==> src/rtl/m_dm_master.sv <==
// M-stage load/store initiator: issues one memory op over req/ready + rvalid, stalls the
// pipeline until completion and returns extended load data or an error.
module m_dm_master #(
    parameter int unsigned DM_WORDS = 3072,
    parameter int unsigned TIMEOUT  = 255
) (
    input  logic        clk,
    input  logic        reset,
    input  logic [31:0] m_pc,
    input  logic        m_req,
    input  logic        m_we,
    input  logic [1:0]  m_size,
    input  logic        m_unsigned,
    input  logic [31:0] m_addr,
    input  logic [31:0] m_wdata,
    output logic [31:0] m_rdata,
    output logic        m_done,
    output logic        m_err,
    output logic        m_stall,
    output logic        mem_req,
    output logic        mem_we,
    output logic [31:0] mem_addr,
    output logic [3:0]  mem_be,
    output logic [31:0] mem_wdata,
    input  logic        mem_ready,
    input  logic        mem_rvalid,
    input  logic [31:0] mem_rdata
);

    typedef enum logic [1:0] {StIdle, StIssue, StWaitRsp, StDone} state_t;

    state_t      r_state;
    logic        r_we;
    logic [1:0]  r_size;
    logic        r_uns;
    logic [1:0]  r_off;
    logic [31:0] r_pc;
    logic [31:0] r_cnt;

    logic        w_illegal;
    logic [3:0]  w_be;
    logic [31:0] w_wdata;
    logic [7:0]  w_byte;
    logic [15:0] w_half;
    logic [31:0] w_ext;

    always_comb begin
        w_illegal = (m_size == 2'b11)
                 || (m_size == 2'b01 && m_addr[0])
                 || (m_size == 2'b00 && m_addr[1:0] != 2'b00)
                 || ({2'b00, m_addr[31:2]} >= DM_WORDS);
        w_be    = 4'b1111;
        w_wdata = m_wdata;
        case (m_size)
            2'b10: begin
                w_be    = 4'b0001 << m_addr[1:0];
                w_wdata = {4{m_wdata[7:0]}};
            end
            2'b01: begin
                w_be    = m_addr[1] ? 4'b1100 : 4'b0011;
                w_wdata = {2{m_wdata[15:0]}};
            end
            default: ;
        endcase
    end

    // Load lane extraction uses the offset/size latched when the op left IDLE.
    always_comb begin
        w_byte = mem_rdata[{r_off, 3'b000} +: 8];
        w_half = mem_rdata[{r_off[1], 4'b0000} +: 16];
        case (r_size)
            2'b10:   w_ext = {{24{~r_uns & w_byte[7]}}, w_byte};
            2'b01:   w_ext = {{16{~r_uns & w_half[15]}}, w_half};
            default: w_ext = mem_rdata;
        endcase
    end

    assign m_stall = m_req & (r_state != StDone) & ~reset;

    always_ff @(posedge clk or posedge reset) begin
        if (reset) begin
            r_state   <= StIdle;
            r_we      <= 1'b0;
            r_size    <= 2'b00;
            r_uns     <= 1'b0;
            r_off     <= 2'b00;
            r_pc      <= 32'h0;
            r_cnt     <= 32'h0;
            m_rdata   <= 32'h0;
            m_done    <= 1'b0;
            m_err     <= 1'b0;
            mem_req   <= 1'b0;
            mem_we    <= 1'b0;
            mem_addr  <= 32'h0;
            mem_be    <= 4'h0;
            mem_wdata <= 32'h0;
        end else begin
            case (r_state)
                StIdle: begin
                    if (m_req) begin
                        r_we   <= m_we;
                        r_size <= m_size;
                        r_uns  <= m_unsigned;
                        r_off  <= m_addr[1:0];
                        r_pc   <= m_pc;
                        if (w_illegal) begin
                            r_state <= StDone;
                            m_done  <= 1'b1;
                            m_err   <= 1'b1;
                        end else begin
                            r_state   <= StIssue;
                            mem_req   <= 1'b1;
                            mem_we    <= m_we;
                            mem_addr  <= {m_addr[31:2], 2'b00};
                            mem_be    <= m_we ? w_be : 4'b1111;
                            mem_wdata <= m_we ? w_wdata : 32'h0;
                        end
                    end
                end
                StIssue: begin
                    if (mem_ready) begin
                        mem_req   <= 1'b0;
                        mem_we    <= 1'b0;
                        mem_addr  <= 32'h0;
                        mem_be    <= 4'h0;
                        mem_wdata <= 32'h0;
                        if (r_we) begin
                            r_state <= StDone;
                            m_done  <= 1'b1;
                        end else if (mem_rvalid) begin
                            r_state <= StDone;
                            m_done  <= 1'b1;
                            m_rdata <= w_ext;
                        end else begin
                            r_state <= StWaitRsp;
                            r_cnt   <= 32'h0;
                        end
                    end
                end
                StWaitRsp: begin
                    // r_cnt counts WAIT_RSP cycles already spent; rvalid wins over timeout.
                    if (mem_rvalid) begin
                        r_state <= StDone;
                        m_done  <= 1'b1;
                        m_rdata <= w_ext;
                    end else if (r_cnt + 32'd1 == TIMEOUT) begin
                        r_state <= StDone;
                        m_done  <= 1'b1;
                        m_err   <= 1'b1;
                    end else begin
                        r_cnt <= r_cnt + 32'd1;
                    end
                end
                StDone: begin
                    r_state <= StIdle;
                    m_done  <= 1'b0;
                    m_err   <= 1'b0;
                    m_rdata <= 32'h0;
                end
                default: r_state <= StIdle;
            endcase
        end
    end

`ifndef SYNTHESIS
    logic [31:0] w_mask;
    assign w_mask = {{8{mem_be[3]}}, {8{mem_be[2]}}, {8{mem_be[1]}}, {8{mem_be[0]}}};

    always_ff @(posedge clk) begin
        if (!reset && r_state == StIssue && mem_ready && r_we) begin
            $display("%d@%h: *%h <= %h", $time, r_pc, mem_addr, mem_wdata & w_mask);
        end
    end
`endif

endmodule

==> config.mk <==
export PLATFORM = sky130hd
export DESIGN_NAME = m_dm_master
export DESIGN_NICKNAME = d
export VERILOG_FILES = /design/src/rtl/m_dm_master.sv
export SDC_FILE = /design/constraint.sdc
export NUM_CORES = 1
export LEC_CHECK = 0
export ABC_AREA = 1
export BUFFER_PORTS_ARGS = -buffer_cell sky130_fd_sc_hd__buf_2
export CAP_MARGIN = 10
export CORE_UTILIZATION = 36
export DETAILED_ROUTE_END_ITERATION = 8
export PLACE_DENSITY = 0.55
export SLEW_MARGIN = 10
export SYNTH_ARGS = -nofsm -noshare
export SYNTH_HDL_FRONTEND = slang
export SYNTH_SLANG_ARGS = --single-unit
==> constraint.sdc <==
create_clock -name clk -period 8.2 [get_ports clk]
set_input_delay 1.23 -clock clk [delete_from_list [all_inputs] [get_ports clk]]
set_output_delay 1.23 -clock clk [all_outputs]
set_load 0.01 [all_outputs]
==> flow_summary.toml, run 1 <==
[run_status]
status = "finished clean"

[global_routing]
grt_pass1_vias = 7327
grt_antenna_before_repair = 0
grt_max_degree = 76
gr-usage-all-layers_pct = 21.5
gr-total-overflow = 0
grt_pass1_wl_um = 38100

[drt]
drtIter0Drc = 453
viasPerCell = 4.93
drc = 0
ant_nets = 0
vias = 7787
routedWlPerCell_um = 15.0
dr.pass1.iters = 5
wl_um = 23600

[timing]
maxSlewHeadroom_pct = 20.2
fin_skew_ns = 0.0106
finalCritPeriodShare_pct = 45.3
fmax_ghz = 0.269
min_period_ns = 3.72
tightestPinTransition_ns = 1.19
finalSetupViolations = 0
finalSetupTns_ns = 0
drv_slew = 0
finalHoldViolCount = 0
rsz0062_at_grt = "false"

[worst_setup_path]
r2r_start = "r_size[0]$_DFFE_PP0P_"
critPathLaunchType = "primary input"
arrival_ns = 4.06
crit_fanout = 64
cp.required_ns = 8.54
r2r_setup_slack_ns = 4.83
path_class = "primary input to flip-flop"
endpoint = "mem_wdata[20]$_DFFE_PP0P_"
reg2reg_to = "m_rdata[26]$_DFFE_PP0P_"
startpoint = "m_size[1]"
r2r_cells = 6
endpoint_kind = "flip-flop"

[yosys]
ys.flop_type = "dfrtp_1"
ys_seq_area_share_pct = 44.8
synth_cell_types = 37
synth_area_leaders = "dfrtp_1 (45%), nand2_1 (17%), nor2_1 (7.4%), o21ai_0 (6.6%), inv_1 (4.1%)"
synth_area_um2 = 7930
synth_area_leader_cell = "dfrtp_1"
async_flop_share_pct = 100
ys_ff_latch = 142
avgSynthCellArea_um2 = 7.22
synth_top_area_share_pct = 44.8
ys_warn_count = 0
syn_inst = 1098
synth_edf_count = 0
ys_top_cells_by_count = "nand2_1 (353), nor2_1 (156), dfrtp_1 (142), o21ai_0 (104), inv_1 (87)"
synth.most_common_cell = "nand2_1"

[layout]
syn2layout_area_growth_pct = 23.1
antenna_cells = 0
fin_cells = 1578
fin_area_um2 = 9760
layout-drive-gt1-share_pct = 21.0
nets = 1440
fillers = 2193

[placed_design]
place_area_um2 = 9180
dp_hpwl_um = 16900
port_buffers = 207
place_congestion = 0.887
dp_cells = 1546

[clock_network]
post_cts_resize_count = 0
tritoncts = "done"
post_cts_buffers = 0
root_buffer = "clkbuf_16"
cts_buffers = 17
clkLatencyLatePin_ns = 0.43
cts_num_sinks = 142
h-tree-depth = 4
path_clk_slew_ns = 0.07
clk_path_buf_depth = 2
postCtsHoldBufs = 0

[floorplanning]
initial_utilization_pct = 37.2
rows = 53
io_pins = 242
die-area_um2 = 22600
core_um2 = 21300
dieWidth_um = 150
die_y_um = 150

[flow_run]
cap_viol_max_count = 0

[pwr]
p_leak_uw = 0.00503
worst_ir_drop_vdd_v = 0.000161
power_density_nw_per_um2 = 300

[min_path]
min_path_type = "flip-flop to flip-flop"
-- power breakdown --
group	internal (uW)	switching, uW	total [uW]
clock	430	343	773
combinational	370	779	1150
sequential	889	118	1010
-- cells in the final DEF (no fill, tap or decap), types with 9 or more instances in the layout --
cell and n:
nand2_1 352, buf_2 207, nor2_1 155, dfrtp_1 142
o21ai_0 104, inv_1 86, nand4_1 40, a21oi_1 31
nand3_1 28, o21ai_1 26, clkbuf_16 17, ha_1 13
nor3_1 11, nand3b_1 10, nand2_2 9
-- metal layers --
layer / GRT usage (%) / part of all wire, %
met1: 29.4 / 46
met2: 34.1 / 45
met3: 5.70 / 7.2
met4: 4.19 / 1.1
met5: 0 / 0
-- critical path, cell delays in order --
cell and delay, ns:
buf_2 0.12, inv_1 0.07, ha_1 0.35, nand2_1 0.19, nand4_1 0.11, nor3_1 0.45
nand2_1 0.14, o21ai_1 0.15, nand2_2 0.06, buf_4 0.32, nor3_4 0.40, inv_2 0.25
o21ai_0 0.21
-- cells by family (layout without fill, tap and decap cells) --
group,Yosys count,after routing,share of synthesized area (%)
compound gates,183,183,12.4
xor+xnor,3,3,0.332
fa+ha+maj,13,13,2.05
buf+inv,135,339,6.84
flops,142,142,44.8
other cells,1,2,0.0473
simple gates,621,621,33.5
-- worst min-delay path by stage --
stage                                        start                  endpoint  slack [ns]  depth (start not counted)
after floorplan              r_cnt[31]$_DFFE_PP0P_     r_cnt[31]$_DFFE_PP0P_        0.46                          2
after global placement         mem_req$_DFFE_PP0P_       mem_req$_DFFE_PP0P_        0.46                          2
after detailed placement       mem_req$_DFFE_PP0P_       mem_req$_DFFE_PP0P_        0.47                          2
after CTS                      mem_req$_DFFE_PP0P_       mem_req$_DFFE_PP0P_        0.48                          2
after global routing         mem_be[0]$_DFFE_PP0P_     mem_be[0]$_DFFE_PP0P_        0.51                          2
final                     mem_wdata[9]$_DFFE_PP0P_  mem_wdata[9]$_DFFE_PP0P_        0.48                          2
-- through the flow --
step | worst slack (ns) | power [uW] | hold slack, ns | util (%)
after floorplan | 3.16 | 1760 | 0.455 | -
after global placement | 4.01 | 2160 | 0.461 | 43.1
after detailed placement | 3.96 | 2180 | 0.467 | 43.1
after CTS | 4.42 | 2960 | 0.483 | 45.8
after global routing | 4.13 | 3160 | 0.507 | 45.8
final | 4.48 | 2930 | 0.475 | 45.8
-- registers in the layout (all words and copies together), names as in the netlist, 2 cells and up --
| signal | count |
|---|---|
| r_off | 2 |
| m_rdata | 32 |
| r_cnt | 32 |
| mem_be | 4 |
| r_size | 2 |
| mem_wdata | 32 |
| mem_addr | 30 |
| r_state | 2 |
-- cell type report --
cell class	instances	area [um2]	area share, %
tap	275	344	3.53
sequential	142	3550	36.4
multi-input combinational	822	3840	39.3
clock buffer	18	429	4.40
timing repair buffer	214	1090	11.2
clock inverter	14	148	1.51
inverter	93	354	3.63
Power figures use the tool's default switching activity.
==> inputs of run 2 (changes only) <==
--- a/config.mk
+++ b/config.mk
@@ -5,7 +5,7 @@
 export SDC_FILE = /design/constraint.sdc
 export NUM_CORES = 1
 export LEC_CHECK = 0
-export ABC_AREA = 1
+export ABC_AREA = 0
 export BUFFER_PORTS_ARGS = -buffer_cell sky130_fd_sc_hd__buf_2
 export CAP_MARGIN = 10
 export CORE_UTILIZATION = 36
==> constraint.sdc (replaced) <==
create_clock -name clk -period 3.5 [get_ports clk]
set_input_delay 0.525 -clock clk [delete_from_list [all_inputs] [get_ports clk]]
set_output_delay 0.525 -clock clk [all_outputs]
set_load 0.01 [all_outputs]
==> run 2 against run 1 <==
Sequential share of layout area is 0.40 points lower. Final area up 1.1%. Combinational power is 150% higher. Synthesized area down 0.39%. Via count shrank 8.1%. Sequential power up 140%. Hold slack worse by 0.17 ns. Synthesized cell count down 21%. Critical path depth decreased by 4. Final cell count shrank 14%. Flip-flop and latch count is the same. Non-clock buffer count increased by 30. Critical endpoint is now r_state[1]$_DFFE_PP0P_. Largest cell class unchanged.
==> flow_summary.toml, run 2 <==
[timing]
rsz0062_at_grt = "false"
maxSlewHeadroom_pct = 34.8
fmax_ghz = 0.315
finalSetupTns_ns = 0
drv_slew = 0
tightestPinTransition_ns = 0.977
finalCritPeriodShare_pct = 90.8
min_period_ns = 3.18
finalSetupViolations = 0
fin_skew_ns = 0.0125
finalHoldViolCount = 0

[yosys]
synth-xor-area-share_pct = 1.44
synthMuxAreaShare_pct = 2.57
avgSynthCellArea_um2 = 9.07
syn_inst = 870
synth_area_um2 = 7890
synth_area_leader_cell = "dfrtp_1"
synth_top_area_share_pct = 45.0
synth_cell_types = 72
yosys.area_share.adder_pct = 2.06
synth_edf_count = 0
ys_seq_area_share_pct = 45.0
synth_top_family_by_area = "simple AND/OR/NAND/NOR gates"
ys_warn_count = 0
synth_compound_area_share_pct = 18.8
ys_top_cells_by_count = "dfrtp_1 (142), nand2_1 (139), o21ai_0 (69), clkbuf_1 (44), nor2_1 (44)"
synth.most_common_cell = "dfrtp_1"
async_flop_share_pct = 100
synth_area_leaders = "dfrtp_1 (45%), nand2_1 (6.6%), o21ai_0 (4.4%), a22o_1 (4.1%), nor2b_1 (2.9%)"
yosys.area_share.simple_pct = 24.7
ys.flop_type = "dfrtp_1"
ys_ff_latch = 142

[worst_setup_path]
r2r_cells = 9
endpoint_kind = "flip-flop"
critPathLaunchType = "flip-flop"
cp.required_ns = 3.81
crit_fanout = 5
arrival_ns = 3.49
path_class = "flip-flop to flip-flop"

[clock_network]
path_clk_slew_ns = 0.08
postCtsHoldBufs = 0
clkLatencyLatePin_ns = 0.43
root_buffer = "clkbuf_16"
cts_num_sinks = 142
post_cts_buffers = 0
h-tree-depth = 4
tritoncts = "done"
post_cts_resize_count = 0
cts_buffers = 17
clk_path_buf_depth = 2

[layout]
multi_input_comb_area_um2 = 3950
reg.largest.list = "m_rdata: 32 flops, mem_wdata: 32 flops, r_cnt: 32 flops"
mostFrequentLayoutCells = "buf_2 (207), dfrtp_1 (142), nand2_1 (139)"
final-seq-area_um2 = 3550
fillers = 2092
nets = 1213
layout-drive-gt1-share_pct = 29.2
final_common_cell = "buf_2"
syn2layout_area_growth_pct = 25.0

[drt]
drc = 0
viasPerCell = 5.29
dr.pass1.iters = 5
vias = 7158
routedWlPerCell_um = 17.2
wl_um = 23200
ant_nets = 0
drtIter0Drc = 359

[global_routing]
grt_pass1_wl_um = 37900
grt_pass1_vias = 6989
grt_antenna_before_repair = 2
gr-usage-all-layers_pct = 21.5
gr-total-overflow = 0
grt_max_degree = 65

[floorplanning]
die-area_um2 = 22500
rows = 53
dieWidth_um = 150
io_pins = 242
die_y_um = 150
initial_utilization_pct = 37.1
core_um2 = 21300

[pwr]
power_uw = 7200
p_leak_uw = 0.00476
worst_ir_drop_vdd_v = 0.000320
power_density_nw_per_um2 = 730

[run_status]
status = "finished clean"

[min_path]
min_path_type = "primary input to flip-flop"
min_path_cells = 2

[placed_design]
place_congestion = 0.824
port_buffers = 207
dp_hpwl_um = 16700

[flow_run]
cap_viol_max_count = 0
-- run 2: cell count changes in the layout (fill, tap and decap cells not counted), sizes merged, moves of 11 or more --
cell and delta:
nand2 -222, nor2 -121, inv -74, o21ai -58
nor2b +37, a22o +30, buf +30, nand4 -22
and2 +21, a22oi +19, mux2 +13, nor4 +13
o211ai +11
-- run 2: metrics by stage --
step / setup slack [ns] / hold WS (ns) / util, % / cell area, um2 / instances
after floorplan: 0.549 / 0.475 / - / 7900 / 871
after global placement: 0.359 / 0.454 / 43.5 / 9250 / 1319
after detailed placement: 0.323 / 0.462 / 43.5 / 9250 / 1319
after CTS: 0.281 / 0.291 / 46.3 / 9860 / 1351
after global routing: 0.0351 / 0.298 / 46.3 / 9860 / 1351
final: 0.323 / 0.307 / 46.3 / 9860 / 1352
-- run 2: final timing paths --
path,endpoint,start,slack (ns)
max in group asynchronous,r_cnt[7]$_DFFE_PP0P_,reset,2.33
min in group asynchronous,m_rdata[31]$_DFFE_PP0P_,reset,0.32
max,r_state[1]$_DFFE_PP0P_,r_cnt[1]$_DFFE_PP0P_,0.32
max reg2reg,r_state[1]$_DFFE_PP0P_,r_cnt[1]$_DFFE_PP0P_,0.32
min,mem_addr[7]$_DFFE_PP0P_,m_addr[7],0.31
min reg2reg,m_rdata[25]$_DFFE_PP0P_,m_rdata[25]$_DFFE_PP0P_,0.48
-- run 2: critical path, stage by stage, from the launching register on --
cell	delay, ns
dfrtp_1	0.46
ha_1	0.28
nand3_1	0.19
or4_4	0.62
nor4b_4	0.33
o211ai_2	0.13
nor4_4	0.30
and4_1	0.30
o21a_4	0.15
mux2_4	0.29
-- run 2: cell type report --
cell class	instances	area share (%)
Antenna cell	1	0.0254
Sequential cell	142	36.0
Tap cell	275	3.49
Multi-Input combinational cell	638	40.0
Clock buffer	17	4.31
Clock inverter	15	1.86
Inverter	20	0.799
Timing Repair Buffer	244	13.4
-- run 2: power by group --
group          internal (uW)  leakage, uW  switching, uW
Clock                    972     0.000297            901
Combinational           1160      0.00258           1700
Sequential              2060      0.00188            398
-- run 2: kinds of logic after synthesis --
group,Yosys count
AND/OR/NAND/NOR,372
AO/OA/AOI/OAI,221
flip-flops,142
buffers and inverters,91
multiplexers,17
adder cells (fa/ha/maj),13
XOR/XNOR,13
other,1
-- run 2: metal layers --
| layer | wire length [um] | up-vias | GRT usage (%) | share of wire [%] |
|---|---|---|---|---|
| met5 | 13 | - | 0 | 0.056 |
| met4 | 364 | 2 | 6.26 | 1.6 |
| met3 | 1460 | 28 | 5.30 | 6.3 |
| met2 | 10600 | 208 | 32.8 | 45 |
| met1 | 10800 | 3429 | 30.0 | 47 |
| li1 | - | 3491 | - | - |
==> inputs of run 3 (changes only) <==
--- a/config.mk
+++ b/config.mk
@@ -5,7 +5,7 @@
 export SDC_FILE = /design/constraint.sdc
 export NUM_CORES = 1
 export LEC_CHECK = 0
-export ABC_AREA = 0
+export ABC_AREA = 1
 export BUFFER_PORTS_ARGS = -buffer_cell sky130_fd_sc_hd__buf_2
 export CAP_MARGIN = 10
 export CORE_UTILIZATION = 36
==> constraint.sdc (replaced) <==
create_clock -name clk -period 3.2 [get_ports clk]
set_input_delay 0.48 -clock clk [delete_from_list [all_inputs] [get_ports clk]]
set_output_delay 0.48 -clock clk [all_outputs]
set_load 0.01 [all_outputs]
==> run 3 against run 2 <==
Core utilization up 0.11 points. Register-to-register slack better by 0.24 ns. Combinational power up 5%. Die area up 0.39%. Sequential share of layout area down 0.082 points. Final area up 0.23%. Worst setup slack better by 0.24 ns. First-iteration DRC count up 31%. Fmax up 20%. Critical path type unchanged. Critical endpoint is now m_rdata[28]$_DFFE_PP0P_.
==> flow_summary.toml, run 3 (synthesized netlist as in run 1, its figures left out) <==
[timing]
maxSlewHeadroom_pct = 19.4
drv_slew = 0
finalSetupViolations = 0
rsz0062_at_grt = "false"
finalHoldViolCount = 0
min_period_ns = 2.64
finalCritPeriodShare_pct = 82.5
finalSetupTns_ns = 0
fmax_ghz = 0.379
tightestPinTransition_ns = 1.20
fin_skew_ns = 0.0101

[layout]
reg.largest.list = "m_rdata: 32 flops, mem_wdata: 32 flops, r_cnt: 32 flops"
antenna_cells = 0
syn2layout_area_growth_pct = 24.8
fin_cells = 1586
nets = 1448
fin_util_pct = 46.4
layout-drive-gt1-share_pct = 21.6
mostFrequentLayoutCells = "nand2_1 (352), buf_2 (207), nor2_1 (155)"
final_common_cell = "nand2_1"

[global_routing]
gr-usage-all-layers_pct = 21.5
grt_antenna_before_repair = 0
gr-total-overflow = 0
grt_pass1_wl_um = 38100
grt_pass1_vias = 7450
grt_max_degree = 59

[clock_network]
clk_path_buf_depth = 2
post_cts_buffers = 0
post_cts_resize_count = 0
tritoncts = "done"
path_clk_slew_ns = 0.07
root_buffer = "clkbuf_16"
cts_num_sinks = 142
h-tree-depth = 4
postCtsHoldBufs = 0
clkLatencyLatePin_ns = 0.43
cts_buffers = 17

[worst_setup_path]
crit_family = "compound AO/OA/AOI/OAI gates"
startpoint = "r_size[0]$_DFFE_PP0P_"
endpoint_kind = "flip-flop"
cp.required_ns = 3.46
critical_path.slowest_cell = "o21ai_1"
crit_buf_inv = 1
path_class = "flip-flop to flip-flop"
path_cells = "inv_1, ha_1, nand2_1, o21ai_0, nand2_1, nand2_1, o21ai_1, o21ai_0"
arrival_ns = 2.90
slowest_delay_ns = 0.97
crit_fanout = 16
r2r_start = "r_size[0]$_DFFE_PP0P_"
path_common_cell = "nand2_1"
critPathLaunchType = "flip-flop"

[drt]
routedWlPerCell_um = 14.8
wl_um = 23500
vias = 7697
dr.pass1.iters = 4
ant_nets = 0
drtIter0Drc = 471
drc = 0
viasPerCell = 4.85

[floorplanning]
io_pins = 242
core_um2 = 21300
rows = 53
initial_utilization_pct = 37.2
die-area_um2 = 22600
die_y_um = 150
dieWidth_um = 150

[placed_design]
dp_hpwl_um = 17300
port_buffers = 207
dp_cells = 1554
place_congestion = 0.869

[pwr]
power_uw = 7700
worst_ir_drop_vdd_v = 0.000380
p_leak_uw = 0.00510
power_density_nw_per_um2 = 779

[run_status]
status = "finished clean"

[flow_run]
cap_viol_max_count = 0

[min_path]
min_path_type = "primary input to asynchronous set/reset pin"
-- run 3: cell count changes in the layout (fill, tap and decap cells not counted), moves of 25 or more --
cell,previous run,this run
o21ai_0,69,104
o21ai_1,1,26
inv_1,19,86
nor2b_1,37,0
nor2_1,44,155
a22o_1,37,7
nand2_1,139,352
-- run 3: metrics by stage --
step,setup WS (ns),area (um2),hold WS (ns)
6_report,0.562,9890,0.0840
5_1_grt,0.166,9890,0.109
4_1_cts,0.591,9890,0.0865
3_5_place_dp,0.438,9250,0.465
3_3_place_gp,0.549,9250,0.457
2_1_floorplan,0.943,7930,0.455
-- run 3: final cells by class --
class / count / area [um2]
well taps: 275 / 344
fillers: 2202 / 11400
clock inverters: 12 / 170
repair buffers: 222 / 1160
flip-flops and latches: 142 / 3550
inverters: 93 / 353
clock buffers: 20 / 467
multi-input cells: 822 / 3840
-- run 3: worst paths after layout --
check	to	slack (ns)	cells after the start
worst min register to register	mem_wdata[9]$_DFFE_PP0P_	0.48	2
worst max register to register	m_rdata[28]$_DFFE_PP0P_	0.56	8
max in group asynchronous	mem_addr[14]$_DFFE_PP0P_	2.27	3
worst min-delay path	r_we$_DFFE_PP0P_	0.08	2
min in group clk	mem_addr[6]$_DFFE_PP0P_	0.32	3
worst max-delay path	m_rdata[28]$_DFFE_PP0P_	0.56	8
-- run 3: report_power, final --
group          leakage, uW  switching, uW  total [uW]  internal (uW)
sequential         0.00188            273        2550           2280
clock             0.000311            832        2140           1310
combinational      0.00291           2020        3000            985
-- run 3: metal layers --
metal	vias to the layer above	global-route usage [%]	wire [um]
met3	20	4.91	1540
met1	3505	28.6	10700
met5	-	0	0
met2	219	34.9	10900
met4	0	5.96	280
li1	3953	-	-
